--- src/rtl/imm_ext_pkg.sv ---
// Shared types and default widths for the immediate-extension pipeline.
// Latency: n/a (types and constants only).
// Backpressure: n/a.
package imm_ext_pkg;

  localparam int IMM_IN_W  = 16;
  localparam int IMM_OUT_W = 32;
  localparam int IMM_TAG_W = 5;

  // Raw 2-bit mode field as it arrives on the input port.
  typedef logic [1:0] mode_t;

  typedef enum mode_t {
    MODE_SIGN   = 2'd0,
    MODE_ZERO   = 2'd1,
    MODE_UPPER  = 2'd2,
    MODE_BRANCH = 2'd3
  } mode_e;

  // Occupancy of the output register plus skid entry.
  typedef enum logic [1:0] {
    ST_EMPTY = 2'd0,
    ST_ONE   = 2'd1,
    ST_FULL  = 2'd2
  } state_e;

endpackage

--- src/rtl/imm_ext_core.sv ---
// Combinational immediate extender: SIGN / ZERO / UPPER / BRANCH.
// Latency: 0 cycles (pure combinational).
// Backpressure: none; the caller registers the result. BRANCH shift exists only with IMM_EXT_BRANCH_EN.
module imm_ext_core
  import imm_ext_pkg::*;
#(
  parameter int IN_W  = IMM_IN_W,
  parameter int OUT_W = IMM_OUT_W   // must be at least IN_W+2
) (
  input  logic [IN_W-1:0]  imm,
  input  mode_t            mode,
  output logic [OUT_W-1:0] data,
  output logic             err
);

  logic [OUT_W-1:0] sign_ext;
  logic [OUT_W-1:0] zero_ext;
  logic [OUT_W-1:0] upper_ext;

  assign sign_ext  = {{(OUT_W-IN_W){imm[IN_W-1]}}, imm};
  assign zero_ext  = {{(OUT_W-IN_W){1'b0}}, imm};
  assign upper_ext = {imm, {(OUT_W-IN_W){1'b0}}};

  // Select the extension; unsupported BRANCH falls back to SIGN and flags err.
  always_comb begin
    data = sign_ext;
    err  = 1'b0;
    case (mode)
      MODE_SIGN:  data = sign_ext;
      MODE_ZERO:  data = zero_ext;
      MODE_UPPER: data = upper_ext;
      MODE_BRANCH: begin
`ifdef IMM_EXT_BRANCH_EN
        data = {sign_ext[OUT_W-3:0], 2'b00};
`else
        data = sign_ext;
        err  = 1'b1;
`endif
      end
      default: data = sign_ext;
    endcase
  end

endmodule

--- src/rtl/imm_extend_pipe.sv ---
// Registered immediate extender with one output register plus one skid entry; macro IMM_EXT_BRANCH_EN enables BRANCH mode.
// Latency: 1 cycle from acceptance to out_valid when the output is empty or draining.
// Backpressure: valid/ready; in_ready drops only when both entries are full and depends on state, never on out_ready.
module imm_extend_pipe
  import imm_ext_pkg::*;
#(
  parameter int IN_W  = IMM_IN_W,
  parameter int OUT_W = IMM_OUT_W,
  parameter int TAG_W = IMM_TAG_W
) (
  input  logic             clk,
  input  logic             rst,
  input  logic             in_valid,
  output logic             in_ready,
  input  logic [IN_W-1:0]  in_imm,
  input  logic [1:0]       in_mode,
  input  logic [TAG_W-1:0] in_tag,
  output logic             out_valid,
  input  logic             out_ready,
  output logic [OUT_W-1:0] out_data,
  output logic [TAG_W-1:0] out_tag,
  output logic             out_err,
  output logic [15:0]      count
);

  typedef struct packed {
    logic [OUT_W-1:0] data;
    logic [TAG_W-1:0] tag;
    logic             err;
  } res_t;

  state_e state, state_nxt;
  res_t   core_res, out_q, skid_q;
  logic   in_fire, out_fire;
  logic   load_out_in, load_out_skid, load_skid;

  // Extension is done once on the input side so both entries store finished results.
  imm_ext_core #(
    .IN_W  (IN_W),
    .OUT_W (OUT_W)
  ) u_core (
    .imm  (in_imm),
    .mode (in_mode),
    .data (core_res.data),
    .err  (core_res.err)
  );
  assign core_res.tag = in_tag;

  assign in_ready  = ~rst & (state != ST_FULL);
  assign out_valid = (state != ST_EMPTY);
  assign in_fire   = in_valid & in_ready;
  assign out_fire  = out_valid & out_ready;

  assign out_data = out_q.data;
  assign out_tag  = out_q.tag;
  assign out_err  = out_q.err;

  // Next occupancy and which entry loads from where.
  always_comb begin
    state_nxt     = state;
    load_out_in   = 1'b0;
    load_out_skid = 1'b0;
    load_skid     = 1'b0;
    case (state)
      ST_EMPTY: begin
        if (in_fire) begin
          load_out_in = 1'b1;
          state_nxt   = ST_ONE;
        end
      end
      ST_ONE: begin
        case ({in_fire, out_fire})
          2'b10: begin
            load_skid = 1'b1;
            state_nxt = ST_FULL;
          end
          2'b01: state_nxt = ST_EMPTY;
          2'b11: load_out_in = 1'b1;
          default: state_nxt = ST_ONE;
        endcase
      end
      ST_FULL: begin
        if (out_fire) begin
          load_out_skid = 1'b1;
          state_nxt     = ST_ONE;
        end
      end
      default: state_nxt = ST_EMPTY;
    endcase
  end

  // Occupancy register; reset discards both entries.
  always_ff @(posedge clk) begin
    if (rst) state <= ST_EMPTY;
    else     state <= state_nxt;
  end

  // Output and skid payloads; output holds steady unless a load is requested.
  always_ff @(posedge clk) begin
    if (rst) begin
      out_q  <= '0;
      skid_q <= '0;
    end else begin
      if (load_out_in)        out_q <= core_res;
      else if (load_out_skid) out_q <= skid_q;
      if (load_skid)          skid_q <= core_res;
    end
  end

  // Count of results taken downstream, wrapping naturally at 16 bits.
  always_ff @(posedge clk) begin
    if (rst)           count <= '0;
    else if (out_fire) count <= count + 16'd1;
  end

endmodule

--- config.mk ---
export PLATFORM = sky130hd
export DESIGN_NAME = imm_extend_pipe
export DESIGN_NICKNAME = d
export VERILOG_FILES = /design/src/rtl/imm_ext_pkg.sv /design/src/rtl/imm_ext_core.sv /design/src/rtl/imm_extend_pipe.sv
export SDC_FILE = /design/constraint.sdc
export NUM_CORES = 1
export LEC_CHECK = 0
export CORE_UTILIZATION = 46
export DETAILED_ROUTE_END_ITERATION = 10
export PLACE_DENSITY_LB_ADDON = 0.2
export RECOVER_POWER = 50
export SLEW_MARGIN = 20
export SYNTH_ARGS = -nofsm -noshare
export SYNTH_HDL_FRONTEND = slang
export SYNTH_SLANG_ARGS = --single-unit
--- constraint.sdc ---
create_clock -name clk -period 2.2 [get_ports clk]
set_input_delay 0.44 -clock clk [delete_from_list [all_inputs] [get_ports clk]]
set_output_delay 0.44 -clock clk [all_outputs]
set_load 0.01 [all_outputs]
Word level (Yosys, flattened, before mapping)
Cells that the tools add are included.
{ "word_totals": {"regBits": 94, "in_bits": 27, "out_inout_bits": 56} }
{ "classes": {"addsub": 1, "n_eq_ne": 12, "mux": 15, "bitwise_logic": 4, "reduce_logical": 6} }
{ "ops": {"columns": ["cell", "count"], "rows": [
  ["$pmux W32 S3", 1],
  ["$mux W38", 2],
  ["$add A16 B1 Y16 const B", 1],
  ["$pmux W2 S3", 2],
  ["$eq A2 B2 Y1 const B", 5],
  ["$ne A2 B2 Y1 const B", 4],
  ["$mux W1", 7],
  ["$eq A2 B1 Y1 const B", 3],
  ["$logic_not A2 Y1", 2],
  ["$mux W2", 2],
  ["$reduce_bool A2 Y1", 2],
  ["$and A1 B1 Y1", 3],
  ["$reduce_and A3 Y1", 1],
  ["$pmux W1 S2", 1],
  ["$reduce_or A2 Y1", 1],
  ["$not A1 Y1", 1]
]} }

Longest topological paths before layout
{ "logic_depth": {"ltp_word": 7, "ltp_mapped": 11, "ltp_nobuf": 8} }

By module
A second synthesis with hierarchy kept.
{ "unflattened": {"cells_unflattened": 506, "area_unflattened_um2": 4456.8} }
{ "modules_own_cells": {"columns": ["mod", "instances", "cells_each", "area_per_inst_um2", "seq_area_each_um2"], "rows": [
  ["imm_extend_pipe", 1, 445, 4070.2, 1881.8],
  ["imm_ext_core", 1, 61, 386.6, 0.0]
]} }

Worst setup path before layout
OpenSTA, ideal clock, no wires.
{ "synth_timing": {"path_type": "reg-to-reg", "startpoint": "register state[1]", "endpoint": "register out_q, in the netlist out_data[21]", "setup_ns": 0.086, "arrival_ns": 2.071, "required_time_ns": 2.114, "slack_ns": 0.044, "stages_incl_launch_ff": 11, "path_buffers": 3, "synth_period_minus_slack_ns": 2.156, "cell_sequence": "dfxtp_1 clkbuf_1 a21oi_1 and2_1 ha_1 nand2_1 a21o_1 buf_2 clkbuf_1 nor2_1 a211oi_1"} }
{ "synth_via": {"elab_chain_cells": 7, "elab_cells_between_ends": 16, "classes_between": "eq/ne: 4; mux: 6; bitwise: 3; reduce/logical: 3"} }
{ "synth_rtl": {"columns": ["item", "line_no", "source"], "rows": [
  ["start, declared", "imm_extend_pipe.sv:32", "state_e state, state_nxt;"],
  ["start signal, assigned", "imm_extend_pipe.sv:95", "else state <= state_nxt;"],
  ["$ne A2 B2 Y1 *", "imm_extend_pipe.sv:49", "assign in_ready = ~rst & (state != ST_FULL);"],
  ["$and A1 B1 Y1 *", "imm_extend_pipe.sv:49", null],
  ["via in_ready", "imm_extend_pipe.sv:14", "output logic in_ready,"],
  ["$and A1 B1 Y1 *", "imm_extend_pipe.sv:51", "assign in_fire = in_valid & in_ready;"],
  ["$eq A2 B2 Y1", "imm_extend_pipe.sv:72", "case ({in_fire, out_fire})"],
  ["$mux W1", "imm_extend_pipe.sv:72", null],
  ["$pmux W1 S2 *", "imm_extend_pipe.sv:64", "case (state)"],
  ["$mux W38 or $reduce_bool A2 Y1 (tied branches)", null, null],
  ["end signal, assigned", "imm_extend_pipe.sv:104", "if (load_out_in) out_q <= core_res;"],
  ["end signal, assigned", "imm_extend_pipe.sv:105", "else if (load_out_skid) out_q <= skid_q;"],
  ["end, declared", "imm_extend_pipe.sv:33", "res_t core_res, out_q, skid_q;"]
]} }
The timed path passes the listed nets; every way through them passes the cells marked *.
A chain may end at the register's enable or synchronous reset.

Worst setup path after layout
{ "layout_timing": {"startpoint": "register state[0]", "endpoint": "output port out_valid"} }
{ "layout_via": {"elab_chain_cells": 1} }
{ "layout_rtl": {"columns": ["item", "line_no", "source"], "rows": [
  ["$reduce_bool A2 Y1", "imm_extend_pipe.sv:50", "assign out_valid = (state != ST_EMPTY);"],
  ["end, declared", "imm_extend_pipe.sv:18", "output logic out_valid,"]
]} }
Every way passes these cells.

==> qor.yml <==
clock_tree:
  h-tree-depth: 3
  cts_setup_buffers: 0
  clk_pin_slew_ns: 0.09
  tritoncts: "yes"
  cts_buffers: 9
  post_cts_resized: 0
  root_buffer: "clkbuf_8"
  hold_buffers: 0
  cts_sinks: 94
  cts_buffer_depth: 2
  worstSkewPairLatency_ns: 0.36
floorplan:
  dieHeight_um: 97.17
  dieArea_mm2: 0.009442
  ios: 83
  die_width_um: 97.17
  initial_utilization_pct: 47.54
  coreArea_mm2: 0.008763
  row_count: 34
logic_synthesis:
  ys_types: 34
  yosys_warnings: 0
  yosysMostFrequentCell: "dfxtp_1"
  netlist.area_leader.share_pct: 45.17
  synth_edf_count: 0
  synth_area_leader_cell: "dfxtp_1"
  synthTopCellsByCount: "dfxtp_1, a21oi_1, nor2_1"
  syn_inst: 478
  synthesis.area_mm2: 0.004166
  syn_nets: 512
  synthTopCellsByArea: "dfxtp_1, mux2i_1, a21oi_1"
  seq_area_frac_synth_pct: 45.17
  synth-seq-cells: 94
  yosys_most_used_dff: "dfxtp_1"
  avgSynthCellArea_um2: 8.717
  synth_async_sr_flop_share_pct: 0
place:
  hpwlAfterDp_mm: 6.751
  numPortBuffers: 82
  routabilityCongestion: 0.7691
  dp_cells: 650
sta:
  finalCritPeriodShare_pct: 92.51
  rsz0062_at_grt: "no"
  setup_viol: 0
  max_freq_mhz: 491.3
  final_max_slew_viol_count: 0
  tightest_slew_ns: 0.7025
  period_needed_ns: 2.035
  setup-tns-final_ns: 0
  finalHoldViolCount: 0
  relSlewSlack_pct: 53.17
  skew_ns: 0.009273
drt:
  drt_iter0_drc: 202
  totalWireLength_mm: 10.08
  viasPerCell: 5.495
  wire_per_inst_um: 15.13
  drc: 0
  ant_nets: 0
  first_pass_iters: 4
  vias: 3660
grt:
  grt_pass1_wl_mm: 16.77
  grtUsageTotal_pct: 21.73
  grt_start_max_net_pins: 70
  overflow: 0
  first_global_vias: 3458
  antenna_found_initial: 0
finish:
  drive_gt1_share_pct: 7.885
  fin_nets: 587
  fin_cells: 666
  diodes: 0
  syn_to_final_growth_pct: 29.73
setup_path:
  cp-end-kind: "output pin"
  worst-endpoint-arrival_ns: 1.60
  start_kind: "flip-flop"
  critical_path_class: "reg2out"
  worstPathMaxFanout: 11
  cp.required_ns: 1.76
status:
  status: "completed"
min_path:
  hold_class: "reg2reg"
power_and_ir_drop:
  p_leak_nw: 2.286
  ir_worst_vdd_mv: 0.4158
  p_per_area_mw_per_mm2: 649.7
job:
  max-cap-violations: 0
## power breakdown
part | leakage [nW] | internal, mW | switching [mW]
sequential | 0.764 | 1.77 | 0.0445
combinational | 1.43 | 0.258 | 0.285
clock | 0.0931 | 0.534 | 0.615
total | 2.29 | 2.57 | 0.944
## cell families after synthesis
group | after synthesis | share of synthesized area (%)
flip-flops | 94 | 45.17
AO/OA/AOI/OAI | 112 | 16.49
XOR/XNOR | 9 | 1.892
multiplexers | 54 | 12.97
AND/OR/NAND/NOR | 153 | 16.58
buffers and inverters | 49 | 4.805
adder cells (fa/ha/maj) | 7 | 2.102
## worst max-delay path, stage by stage (launching register included)
cell	delay (ns)
dfxtp_1	0.32
buf_4	0.16
or2_2	0.28
clkdlybuf4s50_1	0.48
## path summary, 6_finish.rpt
check	startpoint	endpoint	slack, ns	cells past startpoint
min	skid_q[3]$_SDFFE_PP0P_	skid_q[3]$_SDFFE_PP0P_	0.46	2
max reg2reg	state[1]$_SDFFE_PP0P_	out_tag[4]$_SDFFE_PP0P_	0.29	8
min reg2reg	skid_q[3]$_SDFFE_PP0P_	skid_q[3]$_SDFFE_PP0P_	0.46	2
max	state[0]$_SDFFE_PP0P_	out_valid	0.16	3
## placed cells by master, fill, tap and decap left out, types with 4 or more instances in the layout
cell and instances:
ha_1 7, clkdlybuf4s50_1 28, a211oi_1 38, nor3_1 4, clkbuf_1 4, dfxtp_1 94, xnor2_1 8, clkbuf_8 9
dlygate4sd3_1 53, nor2_1 54, buf_4 12, a21oi_1 61, nand2_1 51, mux2i_1 54, nor4_1 5, buf_12 7
inv_1 9, nand3_1 20
## final cells by class
class	count	area (um2)
clock buffer	10	127.6
clock inverter	6	71.32
fill	785	3358
inverter	9	33.78
multi-input combinational	335	2098
sequential	94	1882
tap	108	135.1
timing repair buffer	104	1057
## metrics by stage
step / setup WS, ns / cell area (um2) / total power [mW] / hold WS, ns / util (%)
final: 0.1647 / 5405 / 3.512 / 0.4590 / 61.68
after global routing: 0.06995 / 5405 / 3.658 / 0.4728 / 61.68
after CTS: 0.1493 / 5416 / 3.567 / 0.4585 / 61.81
after detailed placement: -0.03963 / 5218 / 2.429 / 0.4460 / 59.54
after global placement: -0.005275 / 5218 / 2.416 / 0.4407 / 59.54
after floorplan: 0.04354 / 4167 / 2.137 / 0.4357 / -
## registers in the layout (all words and copies together), names as in the netlist
register and count:
out_data 32, out_tag 5, count 16, state 2
skid_q 38, out_err 1
## routing by layer
| layer | routed length [um] | global-route usage (%) |
|---|---|---|
| met3 | 484 | 4.388 |
| met4 | 86 | 6.774 |
| met1 | 4719 | 29.75 |
| met5 | 0 | 0 |
| met2 | 4788 | 34.40 |
Power figures use the tool's default switching activity.
